==> src/rtl/dadda_result_writer.sv <==
// rtl/dadda_result_writer.sv - writes each accepted product into result RAM port B; optional XOR checksum under RESULT_CHECKSUM_EN
module dadda_result_writer #(
    parameter int DEPTH  = 8,
    parameter int ADDR_W = 3,
    parameter int DATA_W = 32
) (
    input  logic              clka,
    input  logic              rst_n,
    input  logic              start_stop,
    input  logic              in_valid,
    input  logic [DATA_W-1:0] product,
    output logic              web,
    output logic              enb,
    output logic [ADDR_W-1:0] addrb,
    output logic [DATA_W-1:0] dinb,
    output logic [ADDR_W:0]   count,
    output logic              done,
    output logic [DATA_W-1:0] checksum
);

    localparam int CNT_W = ADDR_W + 1;
    localparam logic [CNT_W-1:0] LAST_IDX = CNT_W'(DEPTH - 1);

    typedef enum logic [1:0] {
        S_IDLE = 2'd0,
        S_RUN  = 2'd1,
        S_DONE = 2'd2
    } state_t;

    state_t state_q, state_d;

    logic              web_q, web_d;
    logic [ADDR_W-1:0] addrb_q, addrb_d;
    logic [DATA_W-1:0] dinb_q, dinb_d;
    logic [CNT_W-1:0]  count_q, count_d;

    // A product is taken only while already running; the IDLE->RUN edge takes nothing
    logic accept;
    logic last_write;
    assign accept     = (state_q == S_RUN) && start_stop && in_valid;
    assign last_write = (count_q == LAST_IDX);

    // State register
    always_ff @(posedge clka or negedge rst_n) begin
        if (!rst_n) begin
            state_q <= S_IDLE;
        end else begin
            state_q <= state_d;
        end
    end

    // Next state: dropping start_stop wins over everything else
    always_comb begin
        state_d = state_q;
        if (!start_stop) begin
            state_d = S_IDLE;
        end else begin
            case (state_q)
                S_IDLE:  state_d = S_RUN;
                S_RUN:   if (accept && last_write) state_d = S_DONE;
                S_DONE:  state_d = S_DONE;
                default: state_d = S_IDLE;
            endcase
        end
    end

    // Write-port next values: clear when idle, load on accept, otherwise hold with web low
    always_comb begin
        web_d   = 1'b0;
        addrb_d = addrb_q;
        dinb_d  = dinb_q;
        count_d = count_q;
        if (!start_stop) begin
            addrb_d = '0;
            dinb_d  = '0;
            count_d = '0;
        end else if (accept) begin
            web_d   = 1'b1;
            addrb_d = count_q[ADDR_W-1:0];
            dinb_d  = product;
            count_d = count_q + CNT_W'(1);
        end
    end

    // Write-port registers; the pointer is the count itself so it never wraps in a run
    always_ff @(posedge clka or negedge rst_n) begin
        if (!rst_n) begin
            web_q   <= 1'b0;
            addrb_q <= '0;
            dinb_q  <= '0;
            count_q <= '0;
        end else begin
            web_q   <= web_d;
            addrb_q <= addrb_d;
            dinb_q  <= dinb_d;
            count_q <= count_d;
        end
    end

`ifdef RESULT_CHECKSUM_EN
    logic [DATA_W-1:0] cksum_q, cksum_d;

    // Checksum next value follows dinb: folded on accept, cleared when idle
    always_comb begin
        cksum_d = cksum_q;
        if (!start_stop) begin
            cksum_d = '0;
        end else if (accept) begin
            cksum_d = cksum_q ^ product;
        end
    end

    // Checksum register
    always_ff @(posedge clka or negedge rst_n) begin
        if (!rst_n) begin
            cksum_q <= '0;
        end else begin
            cksum_q <= cksum_d;
        end
    end

    assign checksum = cksum_q;
`else
    assign checksum = '0;
`endif

    // Outputs: done is decoded from state so it rises with the final web pulse
    always_comb begin
        web   = web_q;
        enb   = web_q;
        addrb = addrb_q;
        dinb  = dinb_q;
        count = count_q;
        done  = (state_q == S_DONE);
    end

endmodule

==> config.mk <==
export PLATFORM = sky130hd
export DESIGN_NAME = dadda_result_writer
export DESIGN_NICKNAME = d
export VERILOG_FILES = /design/src/rtl/dadda_result_writer.sv
export SDC_FILE = /design/constraint.sdc
export NUM_CORES = 1
export LEC_CHECK = 0
export CAP_MARGIN = 40
export CORE_ASPECT_RATIO = 1.75
export CORE_UTILIZATION = 36
export CTS_CLUSTER_SIZE = 12
export DETAILED_ROUTE_END_ITERATION = 8
export GPL_ROUTABILITY_DRIVEN = 1
export PLACE_DENSITY = 0.77
export SLEW_MARGIN = 20
export SYNTH_ARGS = -nofsm -noshare
export SYNTH_HDL_FRONTEND = slang
export SYNTH_SLANG_ARGS = --single-unit
==> constraint.sdc <==
create_clock -name clka -period 1.33 [get_ports clka]
set_input_delay 0.266 -clock clka [delete_from_list [all_inputs] [get_ports clka]]
set_output_delay 0.266 -clock clka [all_outputs]
set_load 0.02 [all_outputs]
==> results_dict.tcl, run 1 <==
set metrics [dict create \
    most-common-layout-cells "nand2_1 (74), dfrtp_1 (42), dlygate4sd2_1 (39)" \
    clock-root-buffer "clkbuf_8" \
    die_x_um 59.7 \
    first_pass_iters 4 \
    netlist.area_leader.share_pct 50.1 \
    path_buf_inv 2 \
    r2r_cells 7 \
    slowest_delay_ns 0.35 \
    numPortBuffers 77 \
    ir_drop_uv 1050 \
    grtUsageMet3_pct 2.51 \
    fin_crit_sh_pct 98.5 \
    use_met1_pct 18.1 \
    slew_violations 0 \
    rsz0062_at_grt "yes" \
    die_area_mm2 0.00615 \
    drc 0 \
    timing.rr.start "state_q[0]" \
    cts_buffers 5 \
    cts_sinks 42 \
    synthCells 220 \
    drv_cap 0 \
    worst_slack_ns 0.0206 \
    boundaryPins 110 \
    fin_cells 387 \
    period_needed_ns 1.31 \
    crit_slowest_cell "dfrtp_1" \
    rrSetupSlack_ns 0.03 \
    first_iter_violations 35 \
    crit_chain "inv_1 > ha_1 > buf_4" \
    dp_cells 375 \
    drt_wl_total_um 4820 \
    tritoncts "built" \
    setup.worst_path.start_class "register" \
    grt_pass1_wl_um 7470 \
    place_area_mm2 0.00291 \
    post-place-ws_ns -0.192 \
    mostFrequentLayoutCell "nand2_1" \
    critPathMaxFanout 2 \
    ys_warn_count 0 \
    fin_skew_ns 0.00522 \
    grt_usage_pct 16.2 \
    viasPerCell 4.33 \
    top_usage_layer "met2" \
    vias 1677 \
    rows 36 \
    die_h_um 103 \
    syn_to_final_growth_pct 45.1 \
    htreeDepth 2 \
    avgSynthCellArea_um2 9.54 \
    clk_path_buf_depth 2 \
    core_mm2 0.00559 \
    antenna_cells_inserted 0 \
    synthTopCellsByArea "dfrtp_1 (50%), nand2_1 (13%), buf_4 (13%)" \
    fmax_mhz 764 \
    synthesis.area_mm2 0.00210 \
    grt_antenna_before_repair 0 \
    hpwl_um 3540 \
    crit_family "flip-flops" \
    synth-seq-cells 42 \
    insertion_delay_ns 0.29 \
    finalNetCount 350 \
    hp-class "input pin to async pin" \
    ys_seq_area_share_pct 50.1 \
    status "finished clean" \
    clk_pin_slew_ns 0.08 \
    tns_ns 0 \
    drive_gt1_share_pct 11.3 \
    synth_top_area_cell "dfrtp_1" \
    synth_cell_types 19 \
    r2r_end "dinb[28]" \
    grt_max_degree 43 \
    setup_violations 0 \
    start_util_pct 37.6 \
    wl_per_cell_um 12.4 \
    grt_overflow 0 \
    critPathRequiredTime_ns 1.06 \
    p_leak_nw 1.55 \
    grt_pass1_vias 1573 \
    grtUsageMet2_pct 30.0 \
    crit_path_end_kind "primary output" \
    worstSetupPathType "register to primary output" \
    place_congestion 0.738 \
    arrival_ns 1.04 \
    antenna_left 0 \
    stdcell_area_mm2 0.00305 \
    utilization_pct 54.5 \
    powerDensity_mw_per_mm2 1350 \
    timing_hold_violations_final 0 \
]
-- cell type report --
type	instances	area, um2
multi-input cells	162	862
inverters	2	7.51
clock buffers	7	76.3
fillers	535	2540
flip-flops and latches	42	1050
well taps	76	95.1
repair buffers	97	923
clock inverters	1	30.0
-- cells by family (layout without fill, tap and decap cells) --
| group | after synthesis | after routing | share of synthesized area (%) |
|---|---|---|---|
| AOI/OAI and AO/OA | 38 | 38 | 13.5 |
| xor gates and xnor gates | 2 | 2 | 0.835 |
| adders and majority gates | 4 | 4 | 2.39 |
| buffers and inverters | 47 | 107 | 16.0 |
| DFF | 42 | 42 | 50.1 |
| muxes | 2 | 2 | 0.954 |
| other | 1 | 32 | 0.179 |
| and+or+nand+nor | 84 | 84 | 16.1 |
-- sequential cells by signal, indices dropped and copies added (netlist names) --
register / cells
count: 4
enb: 1
dinb: 32
state_q: 2
addrb: 3
-- cells in the mapped netlist --
cell type / n
mux2i_1: 2
clkbuf_1: 5
buf_6: 3
o21ai_0: 1
a21boi_0: 6
and3_1: 2
nand2_1: 75
dfrtp_1: 42
xnor2_1: 2
or3_1: 1
buf_2: 1
a21boi_1: 31
ha_1: 4
nand4b_1: 1
and2_1: 3
buf_4: 36
conb_1: 1
nand3_1: 2
inv_1: 2
-- per-stage QoR --
step	hold slack [ns]	power (W)
3_3_place_gp	0.255	0.00306
6_report	0.473	0.00411
4_1_cts	0.481	0.00409
3_5_place_dp	0.258	0.00311
5_1_grt	0.494	0.00436
2_1_floorplan	-0.0296	0.00248
-- how the worst max path moves through the flow --
stage                     endpoint       start  cells after the start  slack (ns)
after floorplan           count[1]  state_q[1]                      7        0.05
after global placement    dinb[10]    in_valid                      5       -0.13
after detailed placement   dinb[8]    in_valid                      5       -0.19
after CTS                 addrb[1]  state_q[0]                      7       -0.01
after global routing      dinb[17]  state_q[1]                      6       -0.04
final                         done  state_q[0]                      3        0.02
-- repair_timing --
action                                 4_1_cts  5_1_grt
endpoints found under the hold margin       42        0
gates resized for setup                     57       17
buffers inserted                             0        1
setup endpoints to repair                   80       40
hold buffers                                 1        0
pin swaps                                    2        8
cloned                                       2        0
-- layer usage --
metal	share of wire (%)	up-vias	routed length, um
met1	38	789	1810
met4	1.9	0	91
met2	56	68	2710
met5	0	-	0
met3	4.3	7	205
li1	-	813	-
-- report_power, final --
group	switching, W	leakage [nW]	internal, W
registers	0.0000913	0.578	0.00145
logic	0.000876	0.918	0.000716
clock network	0.000417	0.0524	0.000562
total	0.00138	1.55	0.00272
-- worst register-to-register path, stage by stage, from the launching register on --
cell,delay [ns]
dfrtp_1,0.38
buf_4,0.14
ha_4,0.17
nand2_4,0.09
buf_6,0.13
buf_12,0.12
nand2_1,0.05
a21boi_1,0.14
(Power assumes the default switching activity.)
==> inputs of run 2 (changes only) <==
--- a/config.mk
+++ b/config.mk
@@ -5,7 +5,6 @@
 export SDC_FILE = /design/constraint.sdc
 export NUM_CORES = 1
 export LEC_CHECK = 0
-export CAP_MARGIN = 40
 export CORE_ASPECT_RATIO = 1.75
 export CORE_UTILIZATION = 36
 export CTS_CLUSTER_SIZE = 12
==> results of run 2 <==
Same layout as run 1: the final DEF is identical, and so are final timing and power.
==> inputs of run 3 (changes only) <==
--- a/config.mk
+++ b/config.mk
@@ -9,7 +9,6 @@
 export CORE_UTILIZATION = 36
 export CTS_CLUSTER_SIZE = 12
 export DETAILED_ROUTE_END_ITERATION = 8
-export GPL_ROUTABILITY_DRIVEN = 1
 export PLACE_DENSITY = 0.77
 export SLEW_MARGIN = 20
 export SYNTH_ARGS = -nofsm -noshare
==> results of run 3 <==
Same layout as run 1: the final DEF is identical, and so are final timing and power.
